===== config.mk =====
export PLATFORM = sky130hd
export DESIGN_NAME = ksa_swap_fsm
export DESIGN_NICKNAME = d
export VERILOG_FILES = /design/src/rtl/ksa_swap_fsm.sv
export SDC_FILE = /design/constraint.sdc
export NUM_CORES = 1
export LEC_CHECK = 0
export ABC_AREA = 1
export CAP_MARGIN = 15
export CORE_ASPECT_RATIO = 0.9
export CORE_UTILIZATION = 30
export DETAILED_ROUTE_END_ITERATION = 12
export PLACE_DENSITY_LB_ADDON = 0.05
export SETUP_SLACK_MARGIN = 0.15
export SLEW_MARGIN = 20
export SYNTH_ARGS = -nofsm -noshare
export SYNTH_HDL_FRONTEND = slang
export SYNTH_SLANG_ARGS = --single-unit

===== constraint.sdc =====
create_clock -name clk_i -period 2.4 [get_ports clk_i]
set_input_delay 0.36 -clock clk_i [delete_from_list [all_inputs] [get_ports clk_i]]
set_output_delay 0.36 -clock clk_i [all_outputs]
set_load 0.02 [all_outputs]

===== src/rtl/ksa_swap_fsm.sv =====
// rtl/ksa_swap_fsm.sv - RC4 key-scheduling swap loop over a shared 256x8 S memory
//
// Purpose: after S[i]=i has been written by the init FSM, permutes S in place:
//   j = j + S[i] + key[i mod KEY_LEN]; swap S[i], S[j]   for i = 0..255
// Ports:
//   clk_i          system clock
//   reset_n_i      asynchronous active-low reset
//   start_i        level request, sampled in IDLE
//   secret_key_i   8*KEY_LEN key, MSB byte is key[0]; held stable while busy
//   mem_rd_data_i  S memory read data (q), RD_LATENCY cycles after address
//   mem_addr_o     S memory address
//   mem_wr_data_o  S memory write data
//   mem_wr_en_o    S memory write enable
//   busy_o         high in every state except IDLE and DONE
//   done_o         high while in DONE
module ksa_swap_fsm #(
    parameter int KEY_LEN    = 3,
    parameter int RD_LATENCY = 1
) (
    input  logic                   clk_i,
    input  logic                   reset_n_i,
    input  logic                   start_i,
    input  logic [8*KEY_LEN-1:0]   secret_key_i,
    input  logic [7:0]             mem_rd_data_i,
    output logic [7:0]             mem_addr_o,
    output logic [7:0]             mem_wr_data_o,
    output logic                   mem_wr_en_o,
    output logic                   busy_o,
    output logic                   done_o
);

    localparam int             KW       = (KEY_LEN > 1) ? $clog2(KEY_LEN) : 1;
    localparam logic [KW-1:0]  KEY_LAST = KW'(KEY_LEN - 1);
    localparam logic [1:0]     LAT_LAST = 2'(RD_LATENCY - 1);

    typedef enum logic [2:0] {
        ST_IDLE    = 3'd0,
        ST_READ_I  = 3'd1,
        ST_CAPT_I  = 3'd2,
        ST_READ_J  = 3'd3,
        ST_CAPT_J  = 3'd4,
        ST_WRITE_J = 3'd5,
        ST_WRITE_I = 3'd6,
        ST_DONE    = 3'd7
    } state_e;

    state_e         state_q, state_d;
    logic [7:0]     i_q, i_d;
    logic [7:0]     j_q, j_d;
    logic [7:0]     si_q, si_d;
    logic [7:0]     sj_q, sj_d;
    logic [KW-1:0]  k_q, k_d;       // i mod KEY_LEN, stepped alongside i
    logic [1:0]     lat_q, lat_d;   // cycles spent waiting on a read
    logic [7:0]     key_byte;

    // Select key[k] without a variable part-select; k never exceeds KEY_LEN-1.
    always_comb begin
        key_byte = '0;
        for (int k = 0; k < KEY_LEN; k++) begin
            if (k_q == KW'(k)) begin
                key_byte = secret_key_i[8*(KEY_LEN-k)-1 -: 8];
            end
        end
    end

    always_ff @(posedge clk_i or negedge reset_n_i) begin
        if (!reset_n_i) begin
            state_q <= ST_IDLE;
            i_q     <= '0;
            j_q     <= '0;
            si_q    <= '0;
            sj_q    <= '0;
            k_q     <= '0;
            lat_q   <= '0;
        end else begin
            state_q <= state_d;
            i_q     <= i_d;
            j_q     <= j_d;
            si_q    <= si_d;
            sj_q    <= sj_d;
            k_q     <= k_d;
            lat_q   <= lat_d;
        end
    end

    always_comb begin
        state_d       = state_q;
        i_d           = i_q;
        j_d           = j_q;
        si_d          = si_q;
        sj_d          = sj_q;
        k_d           = k_q;
        lat_d         = lat_q;
        mem_addr_o    = 8'd0;
        mem_wr_data_o = 8'd0;
        mem_wr_en_o   = 1'b0;
        busy_o        = 1'b1;
        done_o        = 1'b0;

        unique case (state_q)
            ST_IDLE: begin
                busy_o = 1'b0;
                if (start_i) begin
                    i_d     = '0;
                    j_d     = '0;
                    k_d     = '0;
                    lat_d   = '0;
                    state_d = ST_READ_I;
                end
            end
            ST_READ_I: begin
                mem_addr_o = i_q;
                if (lat_q == LAT_LAST) begin
                    lat_d   = '0;
                    state_d = ST_CAPT_I;
                end else begin
                    lat_d = lat_q + 2'd1;
                end
            end
            ST_CAPT_I: begin
                mem_addr_o = i_q;
                si_d       = mem_rd_data_i;
                j_d        = j_q + mem_rd_data_i + key_byte;
                state_d    = ST_READ_J;
            end
            ST_READ_J: begin
                mem_addr_o = j_q;
                if (lat_q == LAT_LAST) begin
                    lat_d   = '0;
                    state_d = ST_CAPT_J;
                end else begin
                    lat_d = lat_q + 2'd1;
                end
            end
            ST_CAPT_J: begin
                mem_addr_o = j_q;
                sj_d       = mem_rd_data_i;
                state_d    = ST_WRITE_J;
            end
            ST_WRITE_J: begin
                mem_addr_o    = j_q;
                mem_wr_data_o = si_q;
                mem_wr_en_o   = 1'b1;
                state_d       = ST_WRITE_I;
            end
            ST_WRITE_I: begin
                // When i==j both captures hold the same old byte, so the
                // two writes leave S[i] unchanged as RC4 requires.
                mem_addr_o    = i_q;
                mem_wr_data_o = sj_q;
                mem_wr_en_o   = 1'b1;
                if (i_q == 8'hFF) begin
                    state_d = ST_DONE;
                end else begin
                    i_d     = i_q + 8'd1;
                    k_d     = (k_q == KEY_LAST) ? '0 : k_q + KW'(1);
                    state_d = ST_READ_I;
                end
            end
            ST_DONE: begin
                busy_o = 1'b0;
                done_o = 1'b1;
                // No rerun: S is already permuted, init must run again first.
                if (!start_i) begin
                    state_d = ST_IDLE;
                end
            end
            default: begin
                state_d = ST_IDLE;
            end
        endcase
    end

endmodule


==> results of run 1 <==
worst paths after layout:
kind | start | endpoint | slack (ns)
setup / recovery | k_q[1] | j_q[5] | -0.01
hold / removal | reset_n_i | si_q[2] | 0.49
setup reg to reg | k_q[1] | j_q[5] | -0.01
hold reg to reg | sj_q[2] | sj_q[2] | 0.49
max in group asynchronous | reset_n_i | state_q[2] | 1.20
min in group clk_i | sj_q[2] | sj_q[2] | 0.49
final cells by class:
type / instances / area [µm²]
inverters: 52 / 200
clock buffers: 5 / 68.8
multi-input cells: 236 / 1570
well taps: 119 / 149
repair buffers: 81 / 714
fillers: 913 / 4910
flip-flops and latches: 39 / 980
clock inverters: 3 / 23.8
routing by layer:
layer	vias up	wire length (µm)
li1	1252	-
met1	1126	3630
met2	49	3370
met3	4	241
met4	0	53
met5	-	0
worst reg2reg max path: stages, from the launching register on:
cell and delay [ns]:
dfrtp_1 0.43, inv_2 0.14, nor2_4 0.07, nand2_1 0.08, nand3_2 0.08, fa_1 0.51, ha_2 0.20, inv_2 0.05
fa_2 0.35, o21bai_1 0.18, a21oi_1 0.08, o21ai_0 0.07, o21ai_1 0.08
placed cells by master (no fill, tap or decap), drive strengths merged:
cell           count
o21bai             1
or2                1
a21boi             1
o21ai             39
fa                 8
nor3               4
ha                 9
xor2               2
clkdlybuf4s50     36
clkbuf            10
xnor2              1
dfrtp             39
a32o               8
nor2              17
dlygate4sd3        1
buf               28
o22ai             13
nand3             23
nand2            100
inv               53
a21o               1
a21oi              6
nand4              2
dlygate4sd2       11
clkinvlp           2
metrics by stage:
| stage | area, µm² | TNS [ns] |
|---|---|---|
| finish | 3700 | -0.0157 |
| global route | 3700 | -0.389 |
| CTS | 3680 | 0 |
| detailed placement | 3480 | -0.866 |
| global placement | 3480 | -0.684 |
| floorplan | 2690 | 0 |
what timing repair did:
item,4_1_cts,5_1_grt
pin swaps,8,8
hold buffers,1,0
buffers inserted,3,1
hold endpoints to repair,12,0
endpoints found under the setup margin,22,14
gates resized for setup,41,24
registers in the layout, summed over array words and instances (netlist names):
| signal | flops |
|---|---|
| k_q | 2 |
| lat_q | 2 |
| i_q | 8 |
| state_q | 3 |
| sj_q | 8 |
| si_q | 8 |
| j_q | 8 |
power by group through the flow:
| stage | combinational, mW | sequential [mW] | clock, mW |
|---|---|---|---|
| 2_1_floorplan | 0.593 | 0.804 | 0 |
| 6_report | 1.16 | 0.809 | 0.480 |
| 4_1_cts | 1.10 | 0.812 | 0.501 |
| 3_5_place_dp | 0.951 | 0.822 | 0 |
| 5_1_grt | 1.32 | 0.826 | 0.533 |
| 3_3_place_gp | 0.949 | 0.826 | 0 |
cell families (layout without fill, tap and decap cells):
kind of cell	after synthesis	after routing	synth area share (%)
xor gates and xnor gates	3	3	0.980
AOI/OAI and AO/OA	69	69	16.8
adders and majority gates	17	17	10.2
DFF	39	39	36.4
buffers and inverters	58	141	9.28
and+or+nand+nor	147	147	26.4
==> qor.csv, run 1 <==
stage,metric,value,unit
run,maxCapViolations,0,
clock_network,cts_tree,yes,
placement,place_ws,-0.191,ns
detailed_routing,dr.pass1.iters,4,
placement,gp_congestion,0.813,
worst_setup_path,cpPeakStageDelay,0.51,ns
cells_and_area,area_delta_synth_final,38.0,%
logic_synthesis,avgSynthCellArea,8.06,µm²
logic_synthesis,ys_async_sr_fraction,100,%
detailed_routing,avgRoutedWirePerCell,13.6,µm
worst_setup_path,worstPathCellList,inv_2 > nor2_4 > nand2_1 > nand3_2 > fa_1 > ha_2 > inv_2 > fa_2 > o21bai_1 > a21oi_1 > o21ai_0 > o21ai_1,
logic_synthesis,yosysMostFrequentCell,nand2_1,
placement,dp_cells,522,
timing,skew,0.00240,ns
timing,hold_viol,0,
clock_network,root_buffer,clkbuf_8,
worst_setup_path,critPathSlowestCell,fa_1,
worst_setup_path,cp.arrival,2.59,ns
worst_setup_path,cp-end-kind,flop,
power,vdd_drop_max,0.284,mV
grt,top_usage_layer,met2,
logic_synthesis,synth_common_cells,"nand2_1, inv_1, dfrtp_1",
timing,worst_slack,-0.0130,ns
logic_synthesis,syn_nets,385,
floorplan,rows,32,
power,switchingPower,0.928,mW
detailed_routing,first_iter_violations,98,
logic_synthesis,synth_top_area_share,36.4,%
power,p_per_area,663,nW/µm²
power,power.internal,1.52,mW
cells_and_area,drive_gt1_share,22.6,%
outcome,status,"complete, but fails checks",
detailed_routing,drt-vias-per-instance,4.54,
clock_network,clk_latency,0.29,ns
worst_setup_path,crit_family,adder cells,
clock_network,max-clock-path-buffers,2,
worst_setup_path,crit_type,reg -> reg,
grt,grt_first_pass_wirelength,12200,µm
floorplan,dieWidth,102,µm
worst_setup_path,required,2.58,ns
placement,hpwl,5660,µm
timing,layout_worst_path_cycle_share,101,%
timing,setup_viol,2,
detailed_routing,ant_nets,0,
logic_synthesis,synth_ff_type,dfrtp_1,
logic_synthesis,yosys_warnings,0,
worst_setup_path,crit_cells,12,
floorplan,ios,54,
logic_synthesis,yosysSeqAreaShare,36.4,%
grt,antenna_found_initial,0,
grt,grt_use_met1,23.1,%
logic_synthesis,syn_area,2680,µm²
power,p_sw_share,37.8,%
logic_synthesis,syn_inst,333,
timing,finalCriticalPeriod,2.41,ns
logic_synthesis,yosysUniqueCellTypes,32,
detailed_routing,num_vias,2431,
outcome,violations,negative setup slack,
grt,grt_max_degree,28,
logic_synthesis,synth_edf_count,0,
cells_and_area,layout.nets,467,
timing,worstMarginPinSlew,0.367,ns
worst_setup_path,critical_path_buf_inv_count,2,
worst_setup_path,path_common_cell,inv_2,
timing,rsz0062_at_grt,yes,
grt,grt-ovfl-total,0,
cells_and_area,antenna_cells,0,
timing,max_freq,0.414,GHz
detailed_routing,drc_errors,0,
floorplan,initial_core_util,31.2,%
grt,grt_use_total,17.1,%
worst_setup_path,start_kind,flop,
clock_network,cts.sinks,39,
logic_synthesis,synth_area_leaders,"dfrtp_1, nand2_1, inv_1",
timing,hold_ws,0.491,ns
grt,grt_pass1_vias,2480,
power,power,2.45,mW
grt,grt_use_met2,28.3,%
floorplan,coreArea,8610,µm²
detailed_routing,finalWirelength,7300,µm
worst_setup_path,rr_worst_depth,12,
logic_synthesis,ys_ff_latch,39,
floorplan,dieArea,9320,µm²
clock_network,clk_pin_slew_worst_paths,0.09,ns
timing,max-slew-margin-rel,75.5,%
cells_and_area,fin_util,43.0,%
power,pwr-share-seq,33.0,%
grt,grtUsageMet3,3.05,%
hold_path,hold_class,in -> async,
power,pwr-share-comb,47.4,%
clock_network,cts_max_level,2,
worst_setup_path,cp_max_fo,6,
power,p_leak,1.88,nW
logic_synthesis,netlist.top_cell.by_area,dfrtp_1,
power,clock_power_share,19.6,%
floorplan,die_h,91.7,µm
placement,io_buffers,53,
clock_network,numCtsBuffers,5,
timing,drv_slew,0,
cells_and_area,final_cells,535,
Power figures use the tool's default switching activity.
==> run 2: changes to the inputs <==
--- a/config.mk
+++ b/config.mk
@@ -10,7 +10,7 @@
 export CORE_ASPECT_RATIO = 0.9
 export CORE_UTILIZATION = 30
 export DETAILED_ROUTE_END_ITERATION = 12
-export PLACE_DENSITY_LB_ADDON = 0.05
+export PLACE_DENSITY = 0.59
 export SETUP_SLACK_MARGIN = 0.15
 export SLEW_MARGIN = 20
 export SYNTH_ARGS = -nofsm -noshare
==> run 2 against run 1 <==
Against the previous run:
- the flow still finishes with violations (negative setup slack)
- maximum frequency fell by 2.3%
- worst hold slack got worse by 0.30 ns
- routed wire length fell by 0.78%
- clock skew rose by 0.0044 ns
- cell area rose by 5.8%
- global-route usage fell by 0.72 points
- critical path depth rose by 1
- first-iteration DRC count rose by 19%
- via count rose by 3.2%
- register-to-register slack got worse by 0.06 ns
- utilization rose by 2.5 points
- clock-buffer cell count did not move
- critical endpoint unchanged
- largest cell class unchanged
- largest power group unchanged
- highest routed layer unchanged
==> qor.csv, run 2 (synthesized netlist as in run 1, its figures left out) <==
stage,metric,value,unit,change
outcome,status,"complete, but fails checks",,
outcome,violations,negative setup slack,,
floorplan,coreArea,8610,µm²,unchanged
cells_and_area,area_delta_synth_final,46.0,%,
timing,layout_worst_path_cycle_share,103,%,+2.3 points
power,power,2.43,mW,-0.92%
grt,grt_use_total,16.4,%,-0.72 points
placement,gp_congestion,0.871,,+7.1%
grt,grt_pass1_vias,2489,,+0.36%
timing,max_freq,0.405,GHz,-2.3%
grt,grtUsageMet3,2.13,%,-0.91 points
power,p_per_area,621,nW/µm²,-6.4%
timing,skew,0.00679,ns,+0.00439 ns
detailed_routing,first_iter_violations,117,,+19%
clock_network,numCtsBuffers,5,,unchanged
worst_setup_path,cp.arrival,2.65,ns,+0.06 ns
worst_setup_path,worstPathCellList,inv_4 > nor2_4 > buf_6 > nand2_2 > nand3_2 > fa_1 > ha_2 > inv_2 > fa_2 > o21bai_1 > a21oi_1 > o21ai_1 > o21ai_1,,
worst_setup_path,cp-end-kind,flop,,
clock_network,clk_latency,0.29,ns,about the same
clock_network,root_buffer,clkbuf_8,,
floorplan,initial_core_util,31.2,%,unchanged
cells_and_area,layout.nets,477,,+2.1%
clock_network,ctsHoldBuffers,0,,-1
worst_setup_path,cp_max_fo,5,,-1
detailed_routing,drt-vias-per-instance,4.60,,+1.3%
cells_and_area,antenna_cells,0,,unchanged
detailed_routing,avgRoutedWirePerCell,13.3,µm,-2.6%
floorplan,rows,32,,unchanged
timing,finalCriticalPeriod,2.47,ns,+0.0558 ns
timing,setup_viol,3,,+1
detailed_routing,dr.pass1.iters,4,,unchanged
detailed_routing,ant_nets,0,,unchanged
placement,hpwl,5310,µm,-6.2%
timing,worst_slack,-0.0688,ns,-0.0558 ns
placement,io_buffers,53,,unchanged
hold_path,hold_class,in -> async,,
floorplan,ios,54,,unchanged
worst_setup_path,required,2.58,ns,about the same
grt,grt_first_pass_wirelength,12000,µm,-2.0%
clock_network,cts_tree,yes,,
grt,grt_use_met1,23.5,%,+0.39 points
detailed_routing,drc_errors,0,,unchanged
timing,rsz0062_at_grt,yes,,
timing,max-slew-margin-rel,38.8,%,-37 points
floorplan,dieWidth,102,µm,unchanged
floorplan,dieArea,9320,µm²,unchanged
timing,worstMarginPinSlew,0.919,ns,+0.552 ns
worst_setup_path,crit_type,reg -> reg,,
detailed_routing,num_vias,2509,,+3.2%
timing,hold_viol,0,,unchanged
worst_setup_path,critPathSlowestCell,fa_1,,
clock_network,cts_max_level,2,,unchanged
grt,top_usage_layer,met2,,
cells_and_area,drive_gt1_share,26.1,%,+3.5 points
power,p_leak,2.04,nW,+8.4%
detailed_routing,finalWirelength,7240,µm,-0.78%
grt,grt_max_degree,40,,+43%
cells_and_area,fin_util,45.5,%,+2.5 points
power,vdd_drop_max,0.285,mV,+0.60%
grt,antenna_found_initial,0,,unchanged
worst_setup_path,path_common_cell,o21ai_1,,
placement,place_ws,-0.247,ns,-0.0560 ns
worst_setup_path,cpPeakStageDelay,0.50,ns,about the same
grt,grt_use_met2,25.4,%,-2.9 points
run,maxCapViolations,0,,unchanged
clock_network,clk_pin_slew_worst_paths,0.09,ns,about the same
cells_and_area,layout_common_cells,"nand2_1, inv_1, clkdlybuf4s50_1, dfrtp_1, buf_6",,
timing,drv_slew,0,,unchanged
floorplan,die_h,91.7,µm,unchanged
worst_setup_path,start_kind,flop,,
grt,grt-ovfl-total,0,,unchanged
clock_network,cts.sinks,39,,unchanged
clock_network,max-clock-path-buffers,2,,unchanged
cells_and_area,final_common_cell,nand2_1,,
[run 2: cell types whose count changed in the layout (fill, tap and decap cells not counted), moves of 2 or more]
cell,delta
buf_4,-6
nand3_2,+2
nand2_2,+6
clkbuf_2,-2
dlygate4sd2_1,-5
nand2_1,-4
nand3_1,-2
ha_1,-2
nand2_4,-2
ha_4,+2
buf_6,+16
dlymetal6s2s_1,+6
[run 2: path summary, 6_finish.rpt]
check	end	cells after the start	slack, ns	start
setup / recovery	j_q[5]	13	-0.07	k_q[1]
hold / removal	si_q[2]	1	0.19	reset_n_i
setup reg to reg	j_q[5]	13	-0.07	k_q[1]
hold reg to reg	sj_q[4]	2	0.49	sj_q[4]
max in group asynchronous	k_q[1]	1	1.57	reset_n_i
min in group clk_i	sj_q[4]	2	0.49	sj_q[4]
[run 2: where the power goes]
| group | internal [mW] | switching (mW) | total [mW] |
|---|---|---|---|
| registers | 0.739 | 0.0789 | 0.818 |
| clock network | 0.208 | 0.260 | 0.468 |
| logic | 0.577 | 0.568 | 1.14 |
| total | 1.52 | 0.907 | 2.43 |
[run 2: layout make-up]
cell class / instances / area, µm²
inverter: 52 / 200
timing repair buffer: 91 / 891
fill: 847 / 4690
clock buffer: 5 / 68.8
multi-input combinational: 236 / 1600
clock inverter: 3 / 23.8
sequential: 39 / 981
tap: 119 / 149
[run 2: critical path, delay by kind of cell (launching register included)]
kind / cells / cell delay [ns]
flip-flops: 1 / 0.45
AO/OA/AOI/OAI: 4 / 0.40
AND/OR/NAND/NOR: 3 / 0.17
buffers and inverters: 3 / 0.27
adder cells (fa/ha/maj): 3 / 1.05
[run 2: repair_timing]
item	in CTS	in global routing
gates resized for setup	37	47
setup endpoints to repair	22	21
pin swaps	19	16
setup buffers	17	3
[run 2: stage by stage]
stage | instance area [µm²] | hold slack [ns] | setup TNS, ns | instances
finish | 3920 | 0.189 | -0.174 | 545
global route | 3920 | 0.266 | -0.789 | 545
CTS | 3760 | 0.229 | -0.438 | 542
detailed placement | 3450 | 0.470 | -1.00 | 517
global placement | 3450 | 0.467 | -0.636 | 517
floorplan | 2690 | 0.0644 | 0 | 333
[run 2: metal layers]
layer  share of wire, %  wire (µm)
met1                 48       3500
met2                 46       3330
met5                  0          0
met4                1.7        126
met3                3.9        285
